### src/rtl/address_request_sequencer_if.sv
// Request/response handshake bundle between a client and address_request_sequencer.
// The client drives the master side; the sequencer implements the slave side.
interface address_request_sequencer_if #(
    parameter int input_width  = 16,
    parameter int output_width = 3
);
    logic                    req_valid;
    logic                    req_ready;
    logic                    req_op;
    logic [input_width-1:0]  req_addr;
    logic                    rsp_valid;
    logic                    rsp_ready;
    logic [output_width-1:0] rsp_id;
    logic [2:0]              rsp_status;

    modport master (
        output req_valid, req_op, req_addr, rsp_ready,
        input  req_ready, rsp_valid, rsp_id, rsp_status
    );

    modport slave (
        input  req_valid, req_op, req_addr, rsp_ready,
        output req_ready, rsp_valid, rsp_id, rsp_status
    );
endinterface

### src/rtl/address_request_sequencer.sv
// Front-end sequencer for the associative address encoder: runs lookup/write-or-clear/
// re-lookup per request, hides the encoder reset and init phase, and tracks occupancy.
module address_request_sequencer #(
    parameter int output_width = 3,
    parameter int input_width  = 16
) (
    input  logic                    clock,
    input  logic                    reset,
    address_request_sequencer_if.slave req_bus,
    output logic [output_width:0]   occupancy,
    output logic                    enc_reset,
    output logic                    enc_we,
    output logic                    enc_clear,
    output logic [input_width-1:0]  enc_addr_in,
    input  logic [output_width-1:0] enc_addr_out,
    input  logic                    enc_not_selected,
    input  logic                    enc_address_conflict,
    input  logic                    enc_free_space
);

    localparam int init_cycles = (2 ** output_width) + 2;
    localparam logic [output_width:0] occ_max = {1'b1, {output_width{1'b0}}};

    typedef enum logic [2:0] {
        RST_SYNC, INIT, IDLE, LOOKUP, COMMIT, VERIFY, RESP
    } state_t;

    typedef enum logic [2:0] {
        ST_OK = 3'd0, ST_EXISTS = 3'd1, ST_FULL = 3'd2, ST_NOT_FOUND = 3'd3, ST_CONFLICT = 3'd4
    } status_t;

    typedef logic [output_width+1:0] cnt_t;

    state_t                  state_q, state_d;
    logic [1:0]              sync_q;
    cnt_t                    init_cnt;
    logic                    op_q;
    logic [input_width-1:0]  addr_q;
    logic [output_width-1:0] slot_q;
    logic [output_width-1:0] rsp_id_q, rsp_id_d;
    status_t                 rsp_status_q, rsp_status_d;
    logic [output_width:0]   occ_q;
    logic                    enc_we_q, enc_clear_q;
    logic                    rsp_load, slot_load, we_d, clear_d, occ_inc, occ_dec;
    logic                    capture, hit;

    assign hit     = ~enc_not_selected;
    assign capture = (state_q == IDLE) && req_bus.req_valid;

    // NOTE: every flop here uses <= so all registers sample the pre-edge values together.
    always_ff @(posedge clock or negedge reset) begin
        if (!reset) begin
            sync_q       <= '0;
            state_q      <= RST_SYNC;
            init_cnt     <= '0;
            op_q         <= 1'b0;
            addr_q       <= '0;
            slot_q       <= '0;
            rsp_id_q     <= '0;
            rsp_status_q <= ST_OK;
            occ_q        <= '0;
            enc_we_q     <= 1'b0;
            enc_clear_q  <= 1'b0;
        end else begin
            sync_q      <= {sync_q[0], 1'b1};
            state_q     <= state_d;
            init_cnt    <= (state_q == INIT) ? init_cnt + 1'b1 : '0;
            enc_we_q    <= we_d;
            enc_clear_q <= clear_d;
            if (capture) begin
                op_q   <= req_bus.req_op;
                addr_q <= req_bus.req_addr;
            end
            if (slot_load) slot_q <= enc_addr_out;
            if (rsp_load) begin
                rsp_id_q     <= rsp_id_d;
                rsp_status_q <= rsp_status_d;
            end
            if (occ_inc && occ_q != occ_max)  occ_q <= occ_q + 1'b1;
            else if (occ_dec && occ_q != '0)  occ_q <= occ_q - 1'b1;
        end
    end

    // Encoder flags are combinational on enc_addr_in, which holds addr_q from LOOKUP onward.
    always_comb begin
        state_d = state_q;
        unique case (state_q)
            RST_SYNC: if (sync_q[0]) state_d = INIT;
            INIT:     if (init_cnt == cnt_t'(init_cycles - 1)) state_d = IDLE;
            IDLE:     if (req_bus.req_valid) state_d = LOOKUP;
            LOOKUP: begin
                if (enc_address_conflict)            state_d = RESP;
                else if (!op_q && (hit || !enc_free_space)) state_d = RESP;
                else if (op_q && !hit)               state_d = RESP;
                else                                 state_d = COMMIT;
            end
            COMMIT:   state_d = op_q ? RESP : VERIFY;
            VERIFY:   state_d = RESP;
            RESP:     if (req_bus.rsp_ready) state_d = IDLE;
            default:  state_d = RST_SYNC;
        endcase
    end

    // NOTE: defaults first so no path through the case leaves a signal unassigned (no latches).
    always_comb begin
        rsp_load     = 1'b0;
        rsp_id_d     = '0;
        rsp_status_d = ST_OK;
        slot_load    = 1'b0;
        we_d         = 1'b0;
        clear_d      = 1'b0;
        occ_inc      = 1'b0;
        occ_dec      = 1'b0;
        req_bus.req_ready = (state_q == IDLE);
        req_bus.rsp_valid = (state_q == RESP);
        enc_addr_in  = (state_q == RST_SYNC || state_q == INIT) ? '0 : addr_q;
        unique case (state_q)
            LOOKUP: begin
                if (enc_address_conflict) begin
                    rsp_load     = 1'b1;
                    rsp_status_d = ST_CONFLICT;
                end else if (!op_q) begin
                    if (hit) begin
                        rsp_load     = 1'b1;
                        rsp_status_d = ST_EXISTS;
                        rsp_id_d     = enc_addr_out;
                    end else if (!enc_free_space) begin
                        rsp_load     = 1'b1;
                        rsp_status_d = ST_FULL;
                    end else begin
                        we_d = 1'b1;
                    end
                end else if (!hit) begin
                    rsp_load     = 1'b1;
                    rsp_status_d = ST_NOT_FOUND;
                end else begin
                    slot_load = 1'b1;
                    clear_d   = 1'b1;
                end
            end
            COMMIT: begin
                if (op_q) begin
                    rsp_load     = 1'b1;
                    rsp_status_d = ST_OK;
                    rsp_id_d     = slot_q;
                    occ_dec      = 1'b1;
                end
            end
            VERIFY: begin
                rsp_load = 1'b1;
                if (hit && !enc_address_conflict) begin
                    rsp_status_d = ST_OK;
                    rsp_id_d     = enc_addr_out;
                    occ_inc      = 1'b1;
                end else begin
                    rsp_status_d = ST_CONFLICT;
                end
            end
            default: ;
        endcase
    end

    assign req_bus.rsp_id     = rsp_id_q;
    assign req_bus.rsp_status = rsp_status_q;
    assign occupancy          = occ_q;
    assign enc_reset          = ~sync_q[1];
    assign enc_we             = enc_we_q;
    assign enc_clear          = enc_clear_q;

endmodule

### src/flat_wrapper.sv
// flat-port wrapper written by rule: the top's interface ports become plain ports
module address_request_sequencer_flat 
#(
    parameter int output_width = 3,
    parameter int input_width  = 16
)
  (clock, reset, occupancy, enc_reset, enc_we, enc_clear, enc_addr_in, enc_addr_out, enc_not_selected, enc_address_conflict, enc_free_space, req_bus_req_valid, req_bus_req_op, req_bus_req_addr, req_bus_rsp_ready, req_bus_req_ready, req_bus_rsp_valid, req_bus_rsp_id, req_bus_rsp_status);
  address_request_sequencer_if #(.input_width(input_width), .output_width(output_width)) req_bus_i ();
  input  logic clock;
  input  logic reset;
  output logic [output_width:0] occupancy;
  output logic enc_reset;
  output logic enc_we;
  output logic enc_clear;
  output logic [input_width-1:0] enc_addr_in;
  input  logic [output_width-1:0] enc_addr_out;
  input  logic enc_not_selected;
  input  logic enc_address_conflict;
  input  logic enc_free_space;
  input wire logic [$bits(req_bus_i.req_valid)-1:0] req_bus_req_valid;
  input wire logic [$bits(req_bus_i.req_op)-1:0] req_bus_req_op;
  input wire logic [$bits(req_bus_i.req_addr)-1:0] req_bus_req_addr;
  input wire logic [$bits(req_bus_i.rsp_ready)-1:0] req_bus_rsp_ready;
  output wire logic [$bits(req_bus_i.req_ready)-1:0] req_bus_req_ready;
  output wire logic [$bits(req_bus_i.rsp_valid)-1:0] req_bus_rsp_valid;
  output wire logic [$bits(req_bus_i.rsp_id)-1:0] req_bus_rsp_id;
  output wire logic [$bits(req_bus_i.rsp_status)-1:0] req_bus_rsp_status;
  assign req_bus_i.req_valid = req_bus_req_valid;
  assign req_bus_i.req_op = req_bus_req_op;
  assign req_bus_i.req_addr = req_bus_req_addr;
  assign req_bus_i.rsp_ready = req_bus_rsp_ready;
  assign req_bus_req_ready = req_bus_i.req_ready;
  assign req_bus_rsp_valid = req_bus_i.rsp_valid;
  assign req_bus_rsp_id = req_bus_i.rsp_id;
  assign req_bus_rsp_status = req_bus_i.rsp_status;
  address_request_sequencer #(.output_width(output_width), .input_width(input_width)) u_core (.clock(clock), .reset(reset), .req_bus(req_bus_i), .occupancy(occupancy), .enc_reset(enc_reset), .enc_we(enc_we), .enc_clear(enc_clear), .enc_addr_in(enc_addr_in), .enc_addr_out(enc_addr_out), .enc_not_selected(enc_not_selected), .enc_address_conflict(enc_address_conflict), .enc_free_space(enc_free_space));
endmodule
### config.mk
export PLATFORM = sky130hd
export DESIGN_NAME = address_request_sequencer_flat
export DESIGN_NICKNAME = d
export VERILOG_FILES = /design/src/rtl/address_request_sequencer_if.sv /design/src/rtl/address_request_sequencer.sv /design/src/flat_wrapper.sv
export SDC_FILE = /design/constraint.sdc
export NUM_CORES = 1
export LEC_CHECK = 0
export BUFFER_PORTS_ARGS = -buffer_cell sky130_fd_sc_hd__buf_4
export CAP_MARGIN = 20
export CORE_AREA = 2 2 76 78
export CTS_BUF_LIST = sky130_fd_sc_hd__clkbuf_2
export DETAILED_ROUTE_END_ITERATION = 8
export DIE_AREA = 0 0 78 80
export GPL_ROUTABILITY_DRIVEN = 0
export HOLD_SLACK_MARGIN = 0.1
export PLACE_DENSITY = 0.61
export REMOVE_ABC_BUFFERS = 1
export SETUP_SLACK_MARGIN = 0.4
export SYNTH_ARGS = -nofsm -noshare
export SYNTH_HDL_FRONTEND = slang
export SYNTH_SLANG_ARGS = --single-unit
export TNS_END_PERCENT = 20
### constraint.sdc
create_clock -name clock -period 4.9 [get_ports clock]
set_input_delay 0.98 -clock clock [delete_from_list [all_inputs] [get_ports clock]]
set_output_delay 0.98 -clock clock [all_outputs]
set_load 0.01 [all_outputs]
==> metrics.yaml, run 1 <==
synth:
  synthMuxAreaShare: 0.121
  yosysWarnings: 0
  syn_area_um2: 2130
  yosys.area_share.simple: 0.186
  syn-instance-count: 182
  synth_top_family_by_area: "simple AND/OR/NAND/NOR gates"
  synth_area_per_cell_um2: 11.7
  post_synth_num_cell_types: 49
  ys_seq_area_frac: 0.494
  synth_fa_ha_area_frac: 0.0388
  ys_ff_latch: 42
  synth_compound_area_frac: 0.0971
  synth-xor-area-share: 0.0206
critical_path:
  worstPathRequired_ns: 3.92
  path_max_fanout: 16
  worstSetupPathType: "reg2out"
  worstPathArrival_ns: 1.86
  cp-start-kind: "flip-flop"
  end_kind: "output port"
timing:
  fmax_mhz: 352
  slew-limit-headroom: 0.431
  hold_viol: 0
  tightest_slew_ns: 0.852
  fin_crit_ns: 2.84
  whs_ns: 0.410
  rsz0062_at_grt: "no"
  slew_violations: 0
  skew_ns: 0.0175
  setup-violations-final: 0
  setup_tns_ns: 0
  period_share: 0.579
layout:
  fin_util: 0.490
  layout_common_cells: "buf_4 (57), dfrtp_1 (42), nor2b_1 (17), nor2_1 (12), mux2_1 (12)"
  antennaDiodeCount: 0
  stdcell_area_um2: 2650
  fill_cells: 540
  drive_gt1_frac: 0.344
  final_common_cell: "buf_4"
  area_delta_synth_final_pct: 24.5
  layout.nets: 273
floorplan:
  dieArea_um2: 6240
  die_y_um: 80
  core_um2: 5410
  die_x_um: 78
  floorplan.initialDensity: 0.393
  rows: 27
  ioPinCount: 58
route:
  wl_mm: 3.99
  drc_errors: 0
  vias: 1502
  dr.pass1.iters: 4
  detail-route-antenna-nets: 0
  routed_via_density: 4.80
  drt-initial-drc-count: 57
  avgRoutedWirePerCell_um: 12.8
placement:
  place_hpwl_mm: 2.80
  place.port_buffers: 57
  post_dp_cell_area_um2: 2590
clock_tree:
  cts_hold_buf: 0
  cts_root_buf: "clkbuf_2"
  postCtsSetupBuffers: 0
  cts_num_sinks: 42
  cts_buffers: 5
  cts_tree: "done"
  cts_max_level: 2
  cts_buffer_depth: 2
  cts_resized: 0
  insertion_delay_ns: 0.41
  clk_pin_slew_worst_paths_ns: 0.23
global_route:
  grt_use_total: 0.141
  grt_pass1_vias: 1508
  antenna_found_initial: 0
  grt_overflow: 0
  grt_max_degree: 43
  grt_pass1_wl_mm: 6.83
job:
  cap_violations: 0
run_status:
  status: "finished clean"
hold_path:
  min_path_type: "reg2reg"
power:
  p_per_area_nw_per_um2: 550
  p_leak_nw: 1.23
  ir_drop_uv: 224
cells by family after synthesis:
family	Yosys count
AND/OR/NAND/NOR	65
flip-flops	42
AO/OA/AOI/OAI	25
multiplexers	23
buffers and inverters	15
adder cells (fa/ha/maj)	6
XOR/XNOR	5
other	1
worst paths after layout:
| kind | start | endpoint | slack, ns | cells past startpoint |
|---|---|---|---|---|
| worst max-delay path | u_core.state_q[2] | enc_addr_in[10] | 2.06 | 4 |
| worst min-delay path | u_core.sync_q[0] | u_core.sync_q[1] | 0.41 | 0 |
| worst min register to register | u_core.sync_q[0] | u_core.sync_q[1] | 0.41 | 0 |
| max in group asynchronous | reset | u_core.req_bus.rsp_status[0] | 4.02 | 1 |
| min in group asynchronous | reset | u_core.slot_q[1] | 0.50 | 1 |
| worst max register to register | u_core.state_q[2] | u_core.occupancy[3] | 2.36 | 7 |
area by class of cell:
class | instances | area (µm²) | area share
clock buffers | 5 | 25.0 | 0.00946
clock inverters | 3 | 21.3 | 0.00804
inverters | 8 | 30.0 | 0.0113
multi-input cells | 125 | 990 | 0.374
flip-flops and latches | 42 | 1050 | 0.397
well taps | 72 | 90.1 | 0.0340
repair buffers | 58 | 439 | 0.166
power breakdown:
group	internal [mW]	leakage, nW	switching, mW
logic	0.390	0.681	0.301
registers	0.478	0.518	0.131
clock network	0.0351	0.0289	0.121
total	0.903	1.23	0.552
routing by layer:
metal  GRT usage  up-vias  wire length, µm
met2       0.217       33             1800
met4      0.0474        0               45
met5           0        -                0
met1       0.190      716             1930
met3      0.0419        6              209
li1            -      747                -
per-stage QoR:
| stage | std cells | power [mW] | setup slack (ns) |
|---|---|---|---|
| 6_report | 313 | 1.45 | 2.06 |
| 5_1_grt | 313 | 1.59 | 1.85 |
| 4_1_cts | 312 | 1.47 | 1.51 |
| 3_5_place_dp | 304 | 1.31 | 1.91 |
| 3_3_place_gp | 304 | 1.30 | 1.96 |
| 2_1_floorplan | 175 | 1.01 | 2.26 |
critical path, cell delays in order (launching register included):
cell	delay [ns]
dfrtp_1	0.60
nor2_1	0.31
buf_6	0.21
and2b_1	0.19
buf_4	0.13
synthesized netlist by cell type, drive strengths merged:
cell,instances,area share
nand2,11,0.019
nor3,2,0.0047
xnor2,1,0.0041
o211ai,1,0.0035
nor2b,17,0.050
or3,2,0.0082
nand3b,1,0.0035
nor4b,1,0.0071
and2b,4,0.014
mux2,22,0.12
buf,6,0.024
a2111oi,1,0.0041
xor2,4,0.016
inv,8,0.014
and4bb,2,0.012
conb,1,0.0018
o21ai,5,0.012
mux2i,1,0.0047
o211a,1,0.0047
nor2,12,0.021
a221o,3,0.014
a32o,1,0.0047
a211oi,1,0.0035
and2,1,0.0029
nor3b,2,0.012
a31oi,1,0.0029
or3b,1,0.0041
a21o,1,0.0035
nand4bb,1,0.0053
clkbuf,1,0.0018
fa,1,0.0094
a21oi,4,0.0094
dfrtp,42,0.49
ha,5,0.029
a32oi,1,0.013
nand2b,4,0.012
a22oi,2,0.0094
nand3,4,0.0094
a311oi,1,0.0041
a22o,2,0.0082
flip-flops by register name, indices dropped and copies added (netlist names):
| signal | flops |
|---|---|
| u_core.enc_we | 1 |
| u_core.op_q | 1 |
| u_core.addr_q | 16 |
| u_core.enc_clear | 1 |
| u_core.req_bus.rsp_status | 3 |
| u_core.sync_q | 2 |
| u_core.state_q | 3 |
| u_core.req_bus.rsp_id | 3 |
| u_core.init_cnt | 5 |
| u_core.occupancy | 4 |
| u_core.slot_q | 3 |
(Power assumes the default switching activity.)
==> run 2: changes to the inputs <==
--- a/config.mk
+++ b/config.mk
@@ -5,15 +5,16 @@
 export SDC_FILE = /design/constraint.sdc
 export NUM_CORES = 1
 export LEC_CHECK = 0
+export ABC_AREA = 1
 export BUFFER_PORTS_ARGS = -buffer_cell sky130_fd_sc_hd__buf_4
 export CAP_MARGIN = 20
-export CORE_AREA = 2 2 76 78
+export CORE_AREA = 2 2 75 77
 export CTS_BUF_LIST = sky130_fd_sc_hd__clkbuf_2
 export DETAILED_ROUTE_END_ITERATION = 8
-export DIE_AREA = 0 0 78 80
+export DIE_AREA = 0 0 77 79
 export GPL_ROUTABILITY_DRIVEN = 0
 export HOLD_SLACK_MARGIN = 0.1
-export PLACE_DENSITY = 0.61
+export PLACE_DENSITY = 0.64
 export REMOVE_ABC_BUFFERS = 1
 export SETUP_SLACK_MARGIN = 0.4
 export SYNTH_ARGS = -nofsm -noshare
==> constraint.sdc (replaced) <==
create_clock -name clock -period 2.53 [get_ports clock]
set_input_delay 0.506 -clock clock [delete_from_list [all_inputs] [get_ports clock]]
set_output_delay 0.506 -clock clock [all_outputs]
set_load 0.01 [all_outputs]
==> metrics.yaml, run 2 <==
synth:
  yosys.area.top_type: "dfrtp_1"
  ys_async_sr_fraction: 1.00  # unchanged
  synthTopCellsByArea: "dfrtp_1 (51%), nor2_1 (7.9%), nand2_1 (6.7%), nand3_1 (6.3%), inv_1 (5.6%)"
  synth_top_area_frac: 0.505  # +0.0107
  synth_flop_cell: "dfrtp_1"
  syn_area_um2: 2080  # -2.1%
  ys_seq_area_frac: 0.505  # +0.0107
  yosys-top-cells-count: "nor2_1 (44), dfrtp_1 (42), nand2_1 (37), inv_1 (31), nand3_1 (26)"
  syn-instance-count: 247  # +36%
  ys_ff_latch: 42  # unchanged
  post_synth_num_cell_types: 27  # -45%
  yosysWarnings: 0  # unchanged
  synth_area_per_cell_um2: 8.42  # -28%
  synth-edff-count: 0  # unchanged
  synth_most_common_cell: "nor2_1"
critical_path:
  path_cells: "nor2_4 > buf_12 > nor2_1 > buf_4"
  cp_slowest_cell: "dfrtp_2"
  critPathTopFamily: "flip-flops"
  worstPathArrival_ns: 1.44  # -0.42 ns
  startpoint: "u_core.state_q[2]"
  r2r_slack_ns: 0.62  # -1.74 ns
  r2r-end: "u_core.occupancy[3]"
  cp-endpoint: "enc_addr_in[8]"
  regToRegStartpoint: "u_core.state_q[1]"
  cp_num_cells: 4  # unchanged
  path_max_fanout: 15  # -1
  cp-start-kind: "flip-flop"
  critPathBufInv: 2  # unchanged
  worstSetupPathType: "reg2out"
  end_kind: "output port"
  ff2ff_path_depth: 12  # +5
  worstPathRequired_ns: 2.02  # -1.90 ns
  worst_path_largest_cell_delay_ns: 0.54  # -0.06 ns
layout:
  layout.nets: 341  # +25%
  fin_util: 0.492  # +0.00245
  final_common_cell: "buf_4"
  stdcell_area_um2: 2630  # -0.76%
  layout_common_cells: "buf_4 (58), nor2_1 (44), dfrtp_1 (41), nand2_1 (37), inv_1 (31)"
  area_delta_synth_final_pct: 26.2
  largest_register_ffs: 16  # unchanged
  regMostFlops: "u_core.addr_q"
  drive_gt1_frac: 0.278  # -0.0661
  final-instance-count-excl-fill: 381  # +22%
  antennaDiodeCount: 0  # unchanged
route:
  drt-initial-drc-count: 65  # +14%
  detail-route-antenna-nets: 0  # unchanged
  drc_errors: 0  # unchanged
  wl_mm: 4.26  # +6.7%
  met3_length_um: 157  # -25%
  routed.top_layer: "met4"
  wl_met1_mm: 1.98  # +2.5%
  met2_length_mm: 2.05  # +14%
  routed_via_density: 4.55  # -5.2%
  vias: 1734  # +15%
  dr.pass1.iters: 4  # unchanged
  avgRoutedWirePerCell_um: 11.2  # -12%
power:
  p_per_area_nw_per_um2: 1100  # +100%
  ir_drop_uv: 365  # +63%
  p_leak_nw: 1.41  # +15%
timing:
  setup-violations-final: 0  # unchanged
  fin_crit_ns: 1.95
  setup_tns_ns: 0  # unchanged
  skew_ns: 0.0170  # -0.000446 ns
  hold_viol: 0  # unchanged
  worst_slack_ns: 0.581  # -1.48 ns
  slew_violations: 0  # unchanged
  tightest_slew_ns: 0.560  # -0.293 ns
  period_share: 0.770
  slew-limit-headroom: 0.625  # +0.194
  rsz0062_at_grt: "no"
  fmax_mhz: 513
global_route:
  grt_pass1_vias: 1595  # +5.8%
  grt_use_total: 0.145  # +0.00350
  antenna_found_initial: 0  # unchanged
  grt_max_degree: 43  # unchanged
  grt_pass1_wl_mm: 7.02  # +2.8%
  grt_overflow: 0  # unchanged
clock_tree:
  cts_root_buf: "clkbuf_2"
  cts_buffers: 5  # unchanged
  cts_max_level: 2  # unchanged
  insertion_delay_ns: 0.40  # about the same
  clk_pin_slew_worst_paths_ns: 0.21  # -0.02 ns
  cts_num_sinks: 42  # unchanged
  cts_buffer_depth: 2  # unchanged
  cts_tree: "done"
hold_path:
  min_path_type: "in2reg"
floorplan:
  die_y_um: 79  # -1.3%
  ioPinCount: 58  # unchanged
  rows: 27  # unchanged
  dieArea_um2: 6080  # -2.5%
  core_um2: 5340  # -1.2%
  floorplan.initialDensity: 0.390  # -0.00346
  die_x_um: 77  # -1.3%
placement:
  dp_slack_ns: 0.432  # -1.48 ns
  place.port_buffers: 57  # unchanged
  place_hpwl_mm: 3.12  # +12%
  placed_cells_incl_taps: 370  # +22%
  post_dp_cell_area_um2: 2540  # -1.8%
run_status:
  status: "finished clean"
job:
  cap_violations: 0  # unchanged
run 2: layer usage:
metal	track usage	up-vias
met4	0.0482	0
met2	0.250	31
met3	0.0330	6
met1	0.180	802
met5	0	-
li1	-	895
run 2: worst min-delay path by stage:
stage               slack, ns               end  cells after the start                 start
floorplan                0.21  u_core.addr_q[0]                      0                 reset
global placement         0.36  u_core.sync_q[1]                      0      u_core.sync_q[0]
detailed placement       0.36  u_core.sync_q[1]                      0      u_core.sync_q[0]
CTS                      0.25     u_core.enc_we                      2  enc_address_conflict
global route             0.22     u_core.enc_we                      2  enc_address_conflict
finish                   0.27     u_core.enc_we                      2  enc_address_conflict
run 2: kinds of logic (layout without fill, tap and decap cells):
kind of cell               Yosys count  count (layout)  share of synthesized area
xor gates and xnor gates             5               5                     0.0210
and+or+nand+nor                    126             126                      0.277
buffers and inverters               41             103                     0.0908
DFF                                 42              42                      0.505
AOI/OAI and AO/OA                   26              26                     0.0649
adders and majority gates            6               6                     0.0397
other                                1               1                    0.00180
run 2: timing repair:
| action | 4_1_cts | 5_1_grt |
|---|---|---|
| setup buffers | 2 | 0 |
| endpoints found under the hold margin | 42 | 0 |
| hold buffers | 1 | 0 |
| endpoints found under the setup margin | 16 | 4 |
| resized for setup | 1 | 1 |
| pin swaps | 1 | 0 |
| gates cloned | 0 | 0 |
run 2: power breakdown:
part | switching (mW) | total (mW) | internal (mW)
sequential | 0.173 | 1.09 | 0.914
clock | 0.216 | 0.279 | 0.0630
combinational | 0.840 | 1.53 | 0.693
total | 1.23 | 2.90 | 1.67
run 2: stage by stage:
step,hold WS (ns),total power [mW]
floorplan,0.210,1.96
global placement,0.358,2.56
detailed placement,0.363,2.59
CTS,0.253,2.94
global route,0.225,3.16
finish,0.266,2.90
run 2: final cells by class:
type                            count  area, µm²
Inverter                           35        131
Multi-Input combinational cell    164        846
Timing Repair Buffer               60        465
Tap cell                           72       90.1
Sequential cell                    42       1050
Fill cell                         558       2710
Clock buffer                        5       25.0
Clock inverter                      3       16.3
==> run 3: changes to the inputs <==
==> constraint.sdc (replaced) <==
create_clock -name clock -period 1.77 [get_ports clock]
set_input_delay 0.354 -clock clock [delete_from_list [all_inputs] [get_ports clock]]
set_output_delay 0.354 -clock clock [all_outputs]
set_load 0.01 [all_outputs]
==> metrics.yaml, run 3 (synthesis results as in run 2) <==
hold_path:
  min_to: "u_core.slot_q[2]"
  hp-start: "enc_addr_out[2]"
  min_path_cells: 3  # +1
  min_path_type: "in2reg"
power:
  p_comb_frac: 0.575  # +0.046
  p_leak_nw: 1.56  # +10%
  p_per_area_nw_per_um2: 1630  # +47%
  p_total_mw: 4.81  # +66%
  p_int_mw: 2.86  # +71%
  p_seq_frac: 0.313  # -0.062
  ir_drop_uv: 541  # +48%
  p_sw_frac: 0.406  # -0.0183
  p_sw_mw: 1.95  # +59%
  power_frac_clock: 0.112  # +0.016
critical_path:
  r2r_slack_ns: 0.01  # -0.61 ns
  ff2ff_path_depth: 13  # +1
  worstSetupPathType: "reg2out"
  end_kind: "output port"
  r2r-end: "u_core.occupancy[3]"
  cp-start-kind: "flip-flop"
  regToRegStartpoint: "u_core.state_q[1]"
  worstPathRequired_ns: 1.42  # -0.60 ns
  path_max_fanout: 8  # -7
  worstPathArrival_ns: 1.47  # +0.03 ns
route:
  avgRoutedWirePerCell_um: 11.8  # +5.5%
  dr.pass1.iters: 5  # +1
  wl_mm: 4.71  # +10%
  routed_via_density: 4.66  # +2.4%
  drt-initial-drc-count: 72  # +11%
  detail-route-antenna-nets: 0  # unchanged
  drc_errors: 0  # unchanged
  vias: 1859  # +7.2%
floorplan:
  core_um2: 5340  # unchanged
  dieArea_um2: 6080  # unchanged
  die_x_um: 77  # unchanged
  die_y_um: 79  # unchanged
  floorplan.initialDensity: 0.390  # unchanged
  rows: 27  # unchanged
  ioPinCount: 58  # unchanged
global_route:
  antenna_found_initial: 0  # unchanged
  grt_max_degree: 43  # unchanged
  grt_pass1_vias: 1841  # +15%
  grt_overflow: 0  # unchanged
  grt_pass1_wl_mm: 8.24  # +17%
  grt_use_total: 0.169  # +0.0244
timing:
  setup-violations-final: 16  # +16
  slew_violations: 0  # unchanged
  fmax_mhz: 550
  skew_ns: 0.0209  # +0.00387 ns
  worst_slack_ns: -0.0497  # -0.630 ns
  period_share: 1.03
  fin_crit_ns: 1.82
  hold_viol: 0  # unchanged
  rsz0062_at_grt: "yes"
  whs_ns: 0.135  # -0.131 ns
  tightest_slew_ns: 0.517  # -0.0428 ns
  slew-limit-headroom: 0.655  # +0.0299
clock_tree:
  cts_max_level: 2  # unchanged
  cts_root_buf: "clkbuf_2"
  insertion_delay_ns: 0.40  # about the same
  clk_pin_slew_worst_paths_ns: 0.22  # about the same
  cts_tree: "done"
  cts_buffer_depth: 2  # unchanged
  cts_buffers: 5  # unchanged
  cts_num_sinks: 42  # unchanged
layout:
  area_delta_synth_final_pct: 41.9
  drive_gt1_frac: 0.346  # +0.0672
  fill_cells: 502  # -10%
  regMostFlops: "u_core.addr_q"
  largest_register_ffs: 16  # unchanged
  layout_common_cells: "buf_4 (56), dfrtp_1 (41), nor2_1 (40), nand2_1 (37), inv_1 (30)"
  final_common_cell: "buf_4"
  antennaDiodeCount: 0  # unchanged
  layout.nets: 360  # +5.6%
placement:
  dp_slack_ns: -0.0407  # -0.473 ns
  place.port_buffers: 57  # unchanged
  place_hpwl_mm: 3.14  # +0.45%
run_status:
  status: "complete, but fails checks"
  violations: "negative setup slack"
job:
  cap_violations: 0  # unchanged
run 3: cell types whose count changed in the layout (fill, tap and decap cells not counted), sizes merged:
cell,previous run,this run
dlygate4sd3,1,2
buf,59,77
clkinvlp,1,0
bufinv,0,1
clkinv,2,1
run 3: cell type report:
type | count | area, µm² | area share
timing repair buffer | 79 | 677 | 0.229
sequential | 42 | 1050 | 0.357
clock inverter | 2 | 33.8 | 0.0114
inverter | 35 | 136 | 0.0462
clock buffer | 5 | 25.0 | 0.00848
tap | 72 | 90.1 | 0.0305
multi-input combinational | 164 | 937 | 0.318
run 3: routing by layer:
metal | global-route usage | part of all wire | vias up
li1 | - | - | 929
met1 | 0.205 | 0.43 | 888
met2 | 0.300 | 0.51 | 37
met3 | 0.0386 | 0.047 | 5
met4 | 0.0536 | 0.014 | 0
met5 | 0 | 0 | -
run 3: worst max path at each step:
stage / to / from / slack (ns)
final: enc_addr_in[12] / u_core.state_q[1] / -0.05
after global routing: enc_addr_in[8] / u_core.state_q[1] / -0.16
after CTS: enc_addr_in[9] / u_core.state_q[2] / -0.08
after detailed placement: u_core.occupancy[3] / enc_address_conflict / -0.04
after global placement: u_core.occupancy[3] / enc_address_conflict / 0.01
after floorplan: u_core.occupancy[3] / u_core.state_q[2] / 0.04
run 3: power by group through the flow:
stage	logic [mW]	clock network (mW)	registers [mW]
6_report	2.76	0.538	1.51
5_1_grt	3.07	0.597	1.56
4_1_cts	2.66	0.562	1.49
3_5_place_dp	2.30	0	1.50
3_3_place_gp	2.28	0	1.49
2_1_floorplan	1.23	0	1.57
run 3: stage by stage:
step	util	instance area (µm²)	TNS (ns)	instances
6_report	0.553	2950	-0.706	399
5_1_grt	0.553	2950	-2.58	399
4_1_cts	0.536	2860	-1.28	396
3_5_place_dp	0.492	2620	-0.0407	381
3_3_place_gp	0.492	2620	0	381
2_1_floorplan	-	2020	0	241
run 3: critical path, cell delays in order, from the launching register on:
cell and delay [ns]:
dfrtp_1 0.44, buf_6 0.14, nor2_4 0.15, buf_6 0.16, nor2_1 0.05, buf_4 0.13
run 3: what timing repair did:
| action | in CTS | in global routing |
|---|---|---|
| hold endpoints to repair | 42 | 1 |
| buffers inserted | 6 | 2 |
| gates cloned | 1 | 0 |
| hold buffers | 1 | 1 |
| resized for setup | 26 | 18 |
| setup endpoints to repair | 52 | 69 |
| pin swaps | 9 | 4 |
